<file path="config.mk">
export PLATFORM = sky130hd
export DESIGN_NAME = i_fetch
export DESIGN_NICKNAME = d
export VERILOG_FILES = /design/src/rtl/i_fetch_pkg.sv /design/src/rtl/i_fetch_adder_n.sv /design/src/rtl/i_fetch.sv
export SDC_FILE = /design/constraint.sdc
export NUM_CORES = 1
export LEC_CHECK = 0
export ABC_AREA = 1
export CORE_ASPECT_RATIO = 0.75
export CORE_MARGIN = 8
export CORE_UTILIZATION = 58
export CTS_CLUSTER_DIAMETER = 200
export CTS_CLUSTER_SIZE = 12
export DETAILED_ROUTE_END_ITERATION = 7
export GPL_TIMING_DRIVEN = 0
export PLACE_DENSITY = 0.9
export SYNTH_ARGS = -nofsm -noshare
export SYNTH_HDL_FRONTEND = slang
export SYNTH_HIERARCHICAL = 1
export SYNTH_SLANG_ARGS = --single-unit
</file>
<file path="constraint.sdc">
create_clock -name clk -period 3.2 [get_ports clk]
set_input_delay 0.96 -clock clk [delete_from_list [all_inputs] [get_ports clk]]
set_output_delay 0.96 -clock clk [all_outputs]
set_load 0.03 [all_outputs]
</file>
<file path="src/rtl/i_fetch_pkg.sv">
`default_nettype none
// ============================================================================
//  Module      : i_fetch_pkg
//  Description : Shared constants, FSM state encoding and helpers for the
//                DLX instruction-fetch stage.
//  Revision    : 1.0 - initial release
// ============================================================================
package i_fetch_pkg;

  // DLX NOP (opcode 6'h15), used for squashed slots and bubbles
  localparam logic [31:0] c_nop_insn = 32'h5400_0000;
  // First fetch address after reset
  localparam logic [31:0] c_reset_pc = 32'h0000_0000;

  typedef enum logic [1:0] {
    ST_IDLE  = 2'd0,
    ST_REQ   = 2'd1,
    ST_HOLD  = 2'd2,
    ST_FLUSH = 2'd3
  } state_e;

  // Retired-instruction counter step: bubbles never count
  function automatic logic [31:0] count_step(input logic [31:0] cnt,
                                             input logic [31:0] insn,
                                             input logic [31:0] nop);
    count_step = cnt + {31'd0, (insn != nop)};
  endfunction

endpackage
`default_nettype wire

</file>
<file path="src/rtl/i_fetch_adder_n.sv">
`default_nettype none
// ============================================================================
//  Module      : i_fetch_adder_n
//  Description : Parameterised N-bit adder with carry-in; carry-out is not
//                needed by the fetch stage, so the sum wraps modulo 2^N.
//  Revision    : 1.0 - initial release
// ============================================================================
module i_fetch_adder_n #(
  parameter int WIDTH = 32
) (
  input  logic [WIDTH-1:0] a_i,
  input  logic [WIDTH-1:0] b_i,
  input  logic             cin_i,
  output logic [WIDTH-1:0] sum_o
);

  assign sum_o = a_i + b_i + {{(WIDTH-1){1'b0}}, cin_i};

endmodule
`default_nettype wire

</file>
<file path="src/rtl/i_fetch.sv">
`default_nettype none
// ============================================================================
//  Module      : i_fetch
//  Description : DLX instruction-fetch stage. Owns the PC, talks to a
//                variable-latency instruction memory and drives the IF/ID
//                register consumed by i_decode. Handles stalls, redirects
//                and wrong-path squashing.
//  Revision    : 1.0 - initial release
// ============================================================================
module i_fetch
  import i_fetch_pkg::*;
#(
  parameter logic [31:0] RESET_PC = c_reset_pc,
  parameter logic [31:0] NOP_INSN = c_nop_insn
) (
  input  logic        clk,
  input  logic        rst_n,
  input  logic        reg_lock,
  input  logic        reg_lock_if,
  input  logic        jump_or_branch,
  input  logic [31:0] target,
  output logic        imem_req,
  output logic [31:0] imem_addr,
  input  logic [31:0] imem_rdata,
  input  logic        imem_valid,
  output logic [31:0] instruction,
  output logic [31:0] pc_plus_four,
  output logic [31:0] fetch_count
);

  state_e      state_q, state_d;
  logic [31:0] pc_q, pc_d;
  logic [31:0] insn_q, insn_d;
  logic [31:0] pc4_q, pc4_d;
  logic [31:0] count_q, count_d;
  logic [31:0] hold_q, hold_d;

  logic [31:0] pc_inc;
  logic        stall;
  logic        redirect;
  logic        consume;

  assign stall    = reg_lock | reg_lock_if;
  // Only a global hazard stall blocks a redirect; decode NOP insertion does not
  assign redirect = jump_or_branch & ~reg_lock;

  i_fetch_adder_n #(
    .WIDTH (32)
  ) u_pc_adder (
    .a_i   (pc_q),
    .b_i   (32'h0000_0004),
    .cin_i (1'b0),
    .sum_o (pc_inc)
  );

  // A response taken straight into IF/ID lets the next request go out in the
  // same cycle (address pc+4), giving one instruction per cycle back-to-back.
  // When the response is stalled or redirected, the request line drops so no
  // new request is accepted on that edge.
  assign consume   = (state_q == ST_REQ) & imem_valid & ~stall & ~redirect;
  assign imem_req  = (state_q == ST_REQ) & (~imem_valid | consume);
  assign imem_addr = consume ? pc_inc : pc_q;

  assign instruction  = insn_q;
  assign pc_plus_four = pc4_q;
  assign fetch_count  = count_q;

  // State and datapath registers, asynchronously cleared
  always_ff @(posedge clk or negedge rst_n) begin
    if (!rst_n) begin
      state_q <= ST_IDLE;
      pc_q    <= RESET_PC;
      insn_q  <= NOP_INSN;
      pc4_q   <= 32'd0;
      count_q <= 32'd0;
      hold_q  <= 32'd0;
    end else begin
      state_q <= state_d;
      pc_q    <= pc_d;
      insn_q  <= insn_d;
      pc4_q   <= pc4_d;
      count_q <= count_d;
      hold_q  <= hold_d;
    end
  end

  // Next-state and IF/ID update; redirect outranks everything else
  always_comb begin
    state_d = state_q;
    pc_d    = pc_q;
    insn_d  = insn_q;
    pc4_d   = pc4_q;
    count_d = count_q;
    hold_d  = hold_q;

    if (redirect) begin
      pc_d   = target;
      insn_d = NOP_INSN;
      hold_d = 32'd0;
      // A request still in flight must have its response discarded first
      if (((state_q == ST_REQ) || (state_q == ST_FLUSH)) && !imem_valid) begin
        state_d = ST_FLUSH;
      end else begin
        state_d = ST_IDLE;
      end
    end else begin
      // Bubble by default when the pipe moves and nothing is delivered
      if (!stall) begin
        insn_d = NOP_INSN;
      end
      case (state_q)
        ST_IDLE: begin
          state_d = ST_REQ;
        end
        ST_REQ: begin
          if (imem_valid) begin
            if (stall) begin
              hold_d  = imem_rdata;
              state_d = ST_HOLD;
            end else begin
              insn_d  = imem_rdata;
              pc4_d   = pc_inc;
              pc_d    = pc_inc;
              count_d = count_step(count_q, imem_rdata, NOP_INSN);
            end
          end
        end
        ST_HOLD: begin
          if (!stall) begin
            insn_d  = hold_q;
            pc4_d   = pc_inc;
            pc_d    = pc_inc;
            count_d = count_step(count_q, hold_q, NOP_INSN);
            hold_d  = 32'd0;
            state_d = ST_REQ;
          end
        end
        ST_FLUSH: begin
          // Late response belongs to the abandoned path: drop it
          if (imem_valid) begin
            state_d = ST_REQ;
          end
        end
        default: begin
          state_d = ST_IDLE;
        end
      endcase
    end
  end

endmodule
`default_nettype wire

</file>
# Yosys cells after proc, flatten, opt, wreduce, memory -nomap -nowiden
# Index checks and enable logic that the tools add are counted.
# totals
regBits,162
latch_bits,0
mem_bits_rw,0
mem_bits_ro,0
in_bits,70
output_inout_bits,129
memories,0
# op_classes
add_sub_neg,3
multipliers,0
div_mod_pow,0
magnitude_cmp,0
eq_ne,12
shift,0
mux,30
bitwise_logic,11
reduce_logical,11
# op_table
cell,count
$mux 32,18
$pmux 32 s2,5
$add 32x1->32,2
$ne 32x31->1 const B,2
$add 32x3->32 const B,1
$mux 2,6
$ne 3x3->1 const B,4
$pmux 2 s4,1
$reduce_and 4->1,2
$ne 2x2->1 const B,3
$and 1x1->1,5
$reduce_and 5->1,1
$eq 2x2->1 const B,2
$not 1->1,4
$reduce_and 3->1,1
$reduce_bool 3->1,1
$eq 2x1->1 const B,1
$logic_not 2->1,1
$or 1x1->1,2
$reduce_and 2->1,1
$reduce_bool 2->1,1
$logic_and 1x1->1,1
$logic_not 1->1,1
$logic_or 1x1->1,1

# Logic depth before layout (Yosys ltp)
# Gate-level depths: netlist (run 1).
# logic_depth
depth_word,6
depth_mapped,19

# Cells and area by module
# The synthesis (run 1) kept the hierarchy.
# modules_own_cells
mod,n_inst,cells_per_inst,area_each_um2,seq_area_each_um2
i_fetch,1,1089,8394.3,4057.6
i_fetch_adder_n,1,491,2372.3,0.0

# Worst setup path after synthesis (run 1)
# No wires, ideal clock.
# synth_path
path_type,input port to output port
start,input port reg_lock_if
end,output port imem_addr[0]
arrival_time_ns,2.317
path_slack_ns,-0.077
cell_stages,6
path_buffers,1
cell_sequence,inv_1 -> nand2_2 -> nor2_1 -> nand2_1 -> clkbuf_1 -> o21ai_0
# synth_between
elab_chain_cells,5
# synth_rtl
item,line,text
from (decl),i_fetch.sv:19,"input logic reg_lock_if,"
$or 1x1->1,i_fetch.sv:43,assign stall = reg_lock | reg_lock_if;
$not 1->1,i_fetch.sv:60,assign consume = (state_q == ST_REQ) & imem_valid & ~stall & ~redirect;
$and 1x1->1 (2 in a row),i_fetch.sv:60,
$mux 32,i_fetch.sv:62,assign imem_addr = consume ? pc_inc : pc_q;
to (decl),i_fetch.sv:23,"output logic [31:0] imem_addr,"
# No other way between the ends.

# Worst setup path after layout (run 1)
# layout_path
start,register pc_q[2]
end,output port imem_addr[27]
# layout_between
elab_chain_cells,2
# layout_rtl
item,line,text
from (decl),i_fetch.sv:32,"logic [31:0] pc_q, pc_d;"
from (signal assigned),i_fetch.sv:79,pc_q <= pc_d;
$add 32x3->32,i_fetch_adder_n.sv:17,"assign sum_o = a_i + b_i + {{(WIDTH-1){1'b0}}, cin_i};"
named net pc_inc[27],i_fetch.sv:38,logic [31:0] pc_inc;
$mux 32,i_fetch.sv:62,
# The timed path passes the listed nets, and every way through them passes these cells.

==> reports/metrics.cfg, run 1 <==
[outcome]
status=finished, violations left
violations=setup timing

[route]
wire_per_inst_um=19.2
vias=12600
drt-initial-drc-count=1728
drc=0
wirelength_um=41300
dr.pass1.iters=7
vias_per_cell=5.87
antenna_left=0

[critical_path]
critPathKind=register to output pin
reg2reg_setup_slack_ns=0.53
crit_path_end_kind=output pin
cp.arrival_ns=2.40
crit_path_max_fanout=3
r2r_cells=18
timing.rr.start=state_q[0]
startpoint_type=register
reg2reg_to=fetch_count[24]
cp.required_ns=2.24

[die]
die_h_um=134
start_util_pct=58.7
core_mm2=0.0183
num_rows=43
die_area_mm2=0.0232
ios=199
die_w_um=173

[layout]
seqCellArea_mm2=0.00406
nNetsFinal=2003
final_common_cell=nand2_1
fin_area_mm2=0.0155
multiInputGateArea_mm2=0.00667
drive_above_1_share_pct=22.4
layout_common_cells=nand2_1, inv_1, clkdlybuf4s50_1
fillers=1043
syn_to_final_growth_pct=44.0
final_core_util_pct=84.5
antennaDiodeCount=0

[clock_network]
cts_made_buffers=17
clockBufferDepth=2
cts_htree_levels=4
clk_pin_slew_ns=0.07
cts.sinks=162
clock_latency_ns=0.44
cts_tree=done
cts_root_buf=clkbuf_16

[timing]
setup_violations=25
fin_ws_ns=-0.156
fmax_ghz=0.298
min_period_over_period_pct=105
min_period_ns=3.36
finalClockSkew_ns=0.0127
finalMaxSlewViolations=0
holdWs_ns=0.401
grt_setup_unrepaired=yes
maxSlewHeadroom_pct=56.1
setup_tns_ns=-1.66
finalHoldViolCount=0
tightest_slew_ns=0.658

[grt]
antenna_found_initial=0
overflow=0
grt_use_total_pct=31.7
grt_pass1_vias=11700
grt_pass1_wl_um=59700
grt_max_degree=120

[yosys]
synth_compound_area_share_pct=12.6
synth_flop_cell=dfrtp_1
ys_warn_count=6
avgSynthCellArea_um2=6.81
synth_simple_gate_area_share_pct=31.1
synth_edf_count=0
synth_top_family_by_area=simple AND/OR/NAND/NOR gates
ys_seq_elements=162
muxShareOfSynthArea_pct=0
synth_fa_ha_area_share_pct=4.67
netlist_area_mm2=0.0108
synthArstFlopShare_pct=100
netlist_instances=1580
synth-xor-area-share_pct=2.60
seq_area_frac_synth_pct=37.7
synth_cell_type_count=40

[pwr]
p_sw_w=0.00801
power_w=0.0159
ir_worst_vdd_mv=0.799
p_leak_nw=7.72
pwr-share-seq_pct=20.6
p_comb_share_pct=65.5
p_clk_share_pct=13.9
power_density_mw_per_mm2=1020
intPower_w=0.00786
p_sw_share_pct=50.5

[placement]
gp_congestion=0.933
placed_area_mm2=0.0132
portBuffers=198
hpwlAfterDp_um=26700

[hold_path]
hp-class=primary input to asynchronous set/reset pin

[run]
cap_violations=0

==> metal layers <==
metal / track usage (%) / wire [um] / vias to the layer above
li1: - / - / 5549
met1: 42.4 / 16100 / 5930
met2: 51.9 / 19000 / 945
met3: 5.50 / 4370 / 222
met4: 9.56 / 1810 / 0
met5: 0 / 0 / -
==> power groups by stage <==
stage	sequential, W	combinational (W)	clock (W)
CTS	0.00323	0.00827	0.00219
floorplan	0.00362	0.00471	0
global placement	0.00319	0.00736	0
detailed placement	0.00322	0.00750	0
global route	0.00332	0.0110	0.00227
finish	0.00328	0.0104	0.00220
==> worst max-delay path, stage by stage (launching register included) <==
cell	delay (ns)
dfrtp_1	0.42
ha_2	0.23
inv_2	0.08
nand3_2	0.12
nand2_1	0.15
nand2_2	0.13
nand2_2	0.11
nand2_4	0.09
nand2_2	0.07
nand3_1	0.08
nand2_2	0.12
inv_2	0.07
o21ai_2	0.14
buf_6	0.15
==> cell families after synthesis <==
group	count (synthesis)
adders and majority gates	39
buffers and inverters	300
DFF	162
and+or+nand+nor	820
AOI/OAI and AO/OA	225
xor gates and xnor gates	32
other	2
==> worst max path at each step <==
stage | startpoint | cells past startpoint | to
global placement | rst_n | 1 | pc_plus_four[19]
global route | pc_q[11] | 14 | imem_addr[31]
detailed placement | imem_valid | 8 | imem_addr[20]
floorplan | reg_lock_if | 6 | imem_addr[0]
finish | pc_q[2] | 13 | imem_addr[27]
CTS | pc_q[4] | 13 | imem_addr[26]
==> repair_timing <==
item | CTS | global route
hold buffers | 0 | 0
gates resized for setup | 350 | 185
gates cloned | 5 | 0
pin swaps | 27 | 86
setup buffers | 22 | 37
setup endpoints to repair | 33 | 33
hold endpoints to repair | 0 | 0
==> synth_stat cells (3+ instances only) <==
library cell	number	area share, %
a21oi_1	50	2.3
a22o_1	4	0.33
a31oi_1	32	1.9
buf_1	4	0.14
buf_2	13	0.60
buf_6	7	0.73
clkbuf_1	25	0.87
dfrtp_1	159	37
dfstp_2	3	0.73
ha_1	37	4.3
inv_1	245	8.5
nand2_1	580	20
nand2_2	13	0.76
nand3_1	51	2.4
nand3_2	5	0.46
nand3b_1	3	0.21
nand4_1	25	1.5
nor2_1	120	4.2
nor2_2	5	0.29
nor2_4	4	0.42
nor3_1	10	0.46
o21ai_0	71	3.3
o21ai_2	32	2.6
o22ai_1	30	1.7
xnor2_1	10	0.81
xor2_1	22	1.8
==> stage by stage <==
stage,setup slack [ns],cells
after global placement,-5.43,2057
after floorplan,-0.0775,1612
final,-0.156,2154
after CTS,-0.00923,2117
after detailed placement,-1.44,2058
after global routing,-0.165,2154
==> registers in the layout (all words and copies together), names as in the netlist <==
name / flops
instruction: 32
pc_q: 32
fetch_count: 32
state_q: 2
pc_plus_four: 32
hold_q: 32
==> layout make-up <==
class,instances,share of cell area (%)
Sequential cell,162,26.2
Buffer,51,2.51
Tap cell,247,1.99
Multi-Input combinational cell,1151,43.0
Inverter,249,6.12
Clock inverter,14,1.23
Timing Repair Buffer,262,16.1
Clock buffer,18,2.83
Note: power is estimated with default switching activity, not from simulation.
==> run 2: changes to the inputs <==
- GPL_ROUTABILITY_DRIVEN: not set -> 0
==> run 2 against run 1 <==
- the flow finishes with violations (DRC, setup timing)
- largest cell class unchanged
- critical path type unchanged
- wire length up 22%
- register-to-register slack worse by 0.71 ns
- flip-flop and latch count unchanged
- die area unchanged
- non-clock buffer count up 23
- sequential power up 2%
- via count up 11%
- clock skew up 0.014 ns
==> reports/metrics.cfg, run 2 (synthesized netlist as in run 1, its figures left out) <==
[critical_path]
reg2reg_to=pc_q[22]
reg2reg_setup_slack_ns=-0.18  ; -0.71 ns
r2r_cells=23  ; +5
critPathKind=register to output pin
timing.rr.start=pc_q[10]
crit_path_end_kind=output pin
startpoint_type=register
crit_path_max_fanout=5  ; +2
cp.arrival_ns=2.68  ; +0.28 ns
cp.required_ns=2.24  ; about the same

[timing]
finalClockSkew_ns=0.0264  ; +0.0137 ns
fmax_ghz=0.275  ; -7.8%
fin_ws_ns=-0.440  ; -0.284 ns
min_period_over_period_pct=114  ; +8.9 points
holdWs_ns=0.397  ; -0.00352 ns
finalMaxSlewViolations=0  ; unchanged
tightest_slew_ns=0.793  ; +0.135 ns
grt_setup_unrepaired=yes
setup_violations=29  ; +16%
setup_tns_ns=-6.97  ; -5.31 ns
min_period_ns=3.64  ; +0.284 ns
maxSlewHeadroom_pct=47.1  ; -9.0 points
finalHoldViolCount=0  ; unchanged

[die]
die_w_um=173  ; unchanged
num_rows=43  ; unchanged
ios=199  ; unchanged
die_area_mm2=0.0232  ; unchanged
core_mm2=0.0183  ; unchanged
start_util_pct=58.7  ; unchanged
die_h_um=134  ; unchanged

[clock_network]
cts_root_buf=clkbuf_16
hold_buffers=0  ; unchanged
cts_made_buffers=17  ; unchanged
cts_htree_levels=4  ; unchanged
cts_tree=done
clk_pin_slew_ns=0.07  ; about the same
cts.sinks=162  ; unchanged
clock_latency_ns=0.45  ; about the same
clockBufferDepth=2  ; unchanged

[route]
drt-initial-drc-count=3045  ; +76%
antenna_left=0  ; unchanged
wirelength_um=50600  ; +22%
dr.pass1.iters=8  ; +1
drc=167  ; +167
vias_per_cell=6.43  ; +9.5%
wire_per_inst_um=23.2  ; +21%
vias=14000  ; +11%

[placement]
placed_cells=2058  ; unchanged
hpwlAfterDp_um=25500  ; -4.6%
portBuffers=198  ; unchanged
placed_area_mm2=0.0132  ; unchanged
pre_cts_slack_ns=-1.38  ; +0.0586 ns

[outcome]
violations=DRC, setup timing
status=finished, violations left

[grt]
grt_pass1_vias=12400  ; +6.3%
antenna_found_initial=2  ; +2
grt_use_total_pct=34.6  ; +2.9 points
grt_max_degree=119  ; -0.83%
grt_pass1_wl_um=64700  ; +8.4%
overflow=0  ; unchanged

[pwr]
ir_worst_vdd_mv=0.734  ; -8.1%
p_leak_nw=7.88  ; +2.1%
power_density_mw_per_mm2=1100  ; +7.2%

[layout]
antennaDiodeCount=0  ; unchanged
fin_area_mm2=0.0159  ; +2.2%
syn_to_final_growth_pct=47.2
nNetsFinal=2027  ; +1.2%
layout_common_cells=nand2_1, inv_1, clkdlybuf4s50_1
final_common_cell=nand2_1
final_cells=2178  ; +1.1%
drive_above_1_share_pct=23.6  ; +1.2 points

[hold_path]
hp-class=primary input to asynchronous set/reset pin

[run]
cap_violations=0  ; unchanged

[run 2: cell types whose count changed in the layout (fill, tap and decap cells not counted), sizes merged]
cell / delta
clkbuf: +3
dlygate4sd2: +2
nand2: +1
clkdlybuf4s15: +1
buf: +17
clkinvlp: +2
inv: -2
[run 2: critical path, cell delays in order, from the launching register on]
cell	delay, ns
dfrtp_1	0.44
ha_4	0.22
nand2_2	0.09
inv_2	0.09
nand2_2	0.13
inv_1	0.27
nand2_2	0.14
nor2_2	0.17
nand2_2	0.08
nand2_1	0.07
nand2_1	0.06
nand2_2	0.08
inv_1	0.08
o21ai_2	0.14
buf_6	0.15
[run 2: stage by stage]
step	util, %	total power [W]
after global routing	86.4	0.0179
after floorplan	-	0.00833
after CTS	81.0	0.0139
final	86.4	0.0174
after global placement	71.8	0.0105
after detailed placement	72.0	0.0107
[run 2: worst max path at each step]
stage / from / cells after the start / endpoint
6_report: pc_q[20] / 14 / imem_addr[28]
5_1_grt: pc_q[12] / 11 / imem_addr[16]
4_1_cts: pc_q[7] / 11 / imem_addr[12]
3_5_place_dp: imem_valid / 8 / imem_addr[18]
3_3_place_gp: rst_n / 1 / pc_plus_four[18]
2_1_floorplan: reg_lock_if / 6 / imem_addr[0]
[run 2: repair_timing]
action                                  CTS  global route
gates cloned                              8             0
endpoints found under the setup margin   33            34
hold endpoints to repair                  0             0
pin swaps                                31            86
gates resized for setup                 345           186
setup buffers                            43            38
[run 2: cell type report]
type | instances | area, um^2
inverters | 249 | 951
fillers | 919 | 2500
repair buffers | 285 | 2750
clock buffers | 18 | 439
flip-flops and latches | 162 | 4060
multi-input cells | 1152 | 6770
clock inverters | 14 | 170
well taps | 247 | 309
plain buffers | 51 | 395
[run 2: power by group]
group | total [W] | switching [W] | leakage (nW) | internal (W)
combinational | 0.0119 | 0.00751 | 5.54 | 0.00435
clock | 0.00219 | 0.000989 | 0.290 | 0.00120
sequential | 0.00335 | 0.000627 | 2.06 | 0.00272
total | 0.0174 | 0.00913 | 7.88 | 0.00827
[run 2: layer usage]
metal / vias to the layer above / wire length [um] / GRT usage, %
li1: 5595 / - / -
met1: 6255 / 16800 / 42.2
met3: 606 / 7890 / 9.86
met4: 6 / 5050 / 19.7
met5: - / 76 / 0
met2: 1540 / 20800 / 54.5
==> run 3: changes to the inputs <==
- CORE_MARGIN: 8 -> 2
- clock period: 3.2 -> 4.2 ns (I/O delays scaled with it)
==> run 3 against run 2 <==
- the flow now finishes without violations
- clock-buffer cell count is 1 lower
- via count down 17%
- die area is 15% lower
- clock power is 29% lower
- sequential share of layout area increased by 3.9 points
- first-iteration DRC count fell by 63%
- register-to-register slack improved by 1.8 ns
- combinational power decreased by 51%
- highest routed layer is now met4
==> reports/metrics.cfg, run 3 (synthesized netlist as in run 1, its figures left out) <==
[outcome]
status=finished, final reports clean

[pwr]
pwr-share-seq_pct=24.7  ; +5.5 points
power_w=0.00988  ; -43%
p_sw_share_pct=50.9  ; -1.5 points
p_leak_nw=7.11  ; -9.8%
p_comb_share_pct=59.5  ; -8.7 points
intPower_w=0.00485  ; -41%
power_density_mw_per_mm2=720  ; -34%
ir_worst_vdd_mv=0.423  ; -42%
p_clk_share_pct=15.8  ; +3.2 points
p_sw_w=0.00503  ; -45%

[die]
num_rows=43  ; unchanged
start_util_pct=58.7  ; unchanged
die_w_um=161  ; -6.9%
die_area_mm2=0.0197  ; -15%
core_mm2=0.0183  ; unchanged
die_h_um=122  ; -9.0%
ios=199  ; unchanged

[clock_network]
cts_tree=done
cts_made_buffers=17  ; unchanged
clockBufferDepth=2  ; unchanged
clk_pin_slew_ns=0.07  ; about the same
clock_latency_ns=0.44  ; about the same
cts_htree_levels=4  ; unchanged
cts.sinks=162  ; unchanged
cts_root_buf=clkbuf_16

[hold_path]
holdPathStages=2
hp-class=register to register
min_from=pc_plus_four[13]
hold_end=pc_plus_four[13]

[placement]
pre_cts_slack_ns=-0.969  ; +0.411 ns
portBuffers=198  ; unchanged
hpwlAfterDp_um=24800  ; -2.8%

[critical_path]
critPathMaxStageDelay_ns=0.45  ; about the same
timing.rr.start=state_q[0]
r2r_cells=19  ; -17%
worst-path-buf-inv=4  ; unchanged
crit_path_end_kind=output pin
critPathSlowestCell=clkdlybuf4s50_1
cp.required_ns=2.94  ; +0.70 ns
reg2reg_to=fetch_count[24]
reg2reg_setup_slack_ns=1.57  ; +1.75 ns
startpoint_type=primary input
crit_chain=clkdlybuf4s50_1 -> inv_1 -> nand2_2 -> nor2_4 -> nand2_4 -> clkbuf_2 -> o21ai_0 -> buf_2
crit_path_max_fanout=10  ; +5
cp.arrival_ns=2.84  ; +0.16 ns
crit_family=buffers and inverters
critPathKind=primary input to output pin

[layout]
drive_above_1_share_pct=9.17  ; -14 points
final_core_util_pct=74.8  ; -12 points
nNetsFinal=1939  ; -4.3%
antennaDiodeCount=0  ; unchanged
final_common_cell=nand2_1
syn_to_final_growth_pct=27.5
layout_common_cells=nand2_1, inv_1, clkdlybuf4s50_1
fillers=1379  ; +50%

[timing]
setup_tns_ns=0  ; +6.97 ns
min_period_over_period_pct=97.6
fin_ws_ns=0.102  ; +0.542 ns
finalClockSkew_ns=0.0107  ; -0.0157 ns
min_period_ns=4.10
maxSlewHeadroom_pct=59.4  ; +12 points
fmax_ghz=0.244
finalHoldViolCount=0  ; unchanged
setup_violations=0  ; -100%
grt_setup_unrepaired=no
tightest_slew_ns=0.607  ; -0.186 ns
holdWs_ns=0.485  ; +0.0874 ns
finalMaxSlewViolations=0  ; unchanged

[grt]
grt_pass1_wl_um=53100  ; -18%
overflow=0  ; unchanged
grt_use_total_pct=33.9  ; -0.71 points
grt_max_degree=99  ; -17%
antenna_found_initial=0  ; -2
grt_pass1_vias=10900  ; -12%

[route]
vias=11600  ; -17%
wirelength_um=33100  ; -34%
antenna_left=0  ; unchanged
drc=0  ; -100%
dr.pass1.iters=6  ; -2
vias_per_cell=5.56  ; -14%
wire_per_inst_um=15.9  ; -32%
drt-initial-drc-count=1113  ; -63%

[run]
cap_violations=0  ; unchanged

==> run 3: cell types whose count changed in the layout (fill, tap and decap cells not counted), sizes merged <==
cell           previous run  this run
buf                     140        58
bufinv                    2         0
clkbuf                   49        44
clkdlybuf4s15             3         0
clkdlybuf4s50           160       162
clkinv                    5         8
clkinvlp                  3         1
dlygate4sd2               2         1
dlymetal6s2s              0         2
inv                     253       255
nand2                   595       593
==> run 3: worst min-delay path: cells and delay by family (launching register included) <==
| kind | cells | cell delay [ns] |
|---|---|---|
| compound gates | 1 | 0.05 |
| flops | 1 | 0.35 |
| simple gates | 1 | 0.05 |
==> run 3: area by class of cell <==
| class | count | area (um^2) | share of cell area (%) |
|---|---|---|---|
| Clock inverter | 15 | 166 | 1.21 |
| Buffer | 51 | 285 | 2.08 |
| Tap cell | 247 | 309 | 2.25 |
| Sequential cell | 162 | 4060 | 29.6 |
| Timing Repair Buffer | 199 | 1900 | 13.8 |
| Multi-Input combinational cell | 1150 | 5650 | 41.1 |
| Clock buffer | 17 | 425 | 3.10 |
| Inverter | 249 | 938 | 6.83 |
==> run 3: worst max-delay path by stage <==
| stage | start | to | slack, ns | depth (start not counted) |
|---|---|---|---|---|
| 6_report | reg_lock_if | imem_addr[27] | 0.10 | 8 |
| 5_1_grt | reg_lock_if | imem_addr[1] | 0.04 | 8 |
| 4_1_cts | reg_lock | imem_addr[30] | 0.002 | 8 |
| 3_5_place_dp | imem_valid | imem_addr[18] | -0.97 | 8 |
| 3_3_place_gp | rst_n | pc_q[21] | -4.60 | 1 |
| 2_1_floorplan | reg_lock_if | imem_addr[0] | 0.32 | 6 |
==> run 3: stage by stage <==
stage,std cells,instance area (um^2)
2_1_floorplan,1612,10900
3_5_place_dp,2058,13200
5_1_grt,2090,13700
6_report,2090,13700
3_3_place_gp,2057,13200
4_1_cts,2090,13700
==> run 3: routing by layer <==
metal / share of wire, % / global-route usage [%] / up-vias / wire length [um]
met3: 9.5 / 6.64 / 101 / 3130
met1: 41 / 44.4 / 5386 / 13400
li1: - / - / 5425 / -
met4: 3.3 / 13.4 / 0 / 1090
met5: 0 / 0 / - / 0
met2: 47 / 55.8 / 709 / 15500
==> run 3: timing repair <==
action                     CTS  global route
setup buffers                0             0
hold buffers                 0             0
resized for setup          230            12
setup endpoints to repair   33            32
==> run 3: power by group through the flow <==
stage	clock (W)	sequential [W]	combinational, W
floorplan	0	0.00276	0.00356
finish	0.00156	0.00244	0.00588
global route	0.00164	0.00249	0.00636
global placement	0	0.00243	0.00549
detailed placement	0	0.00245	0.00564
CTS	0.00156	0.00243	0.00559
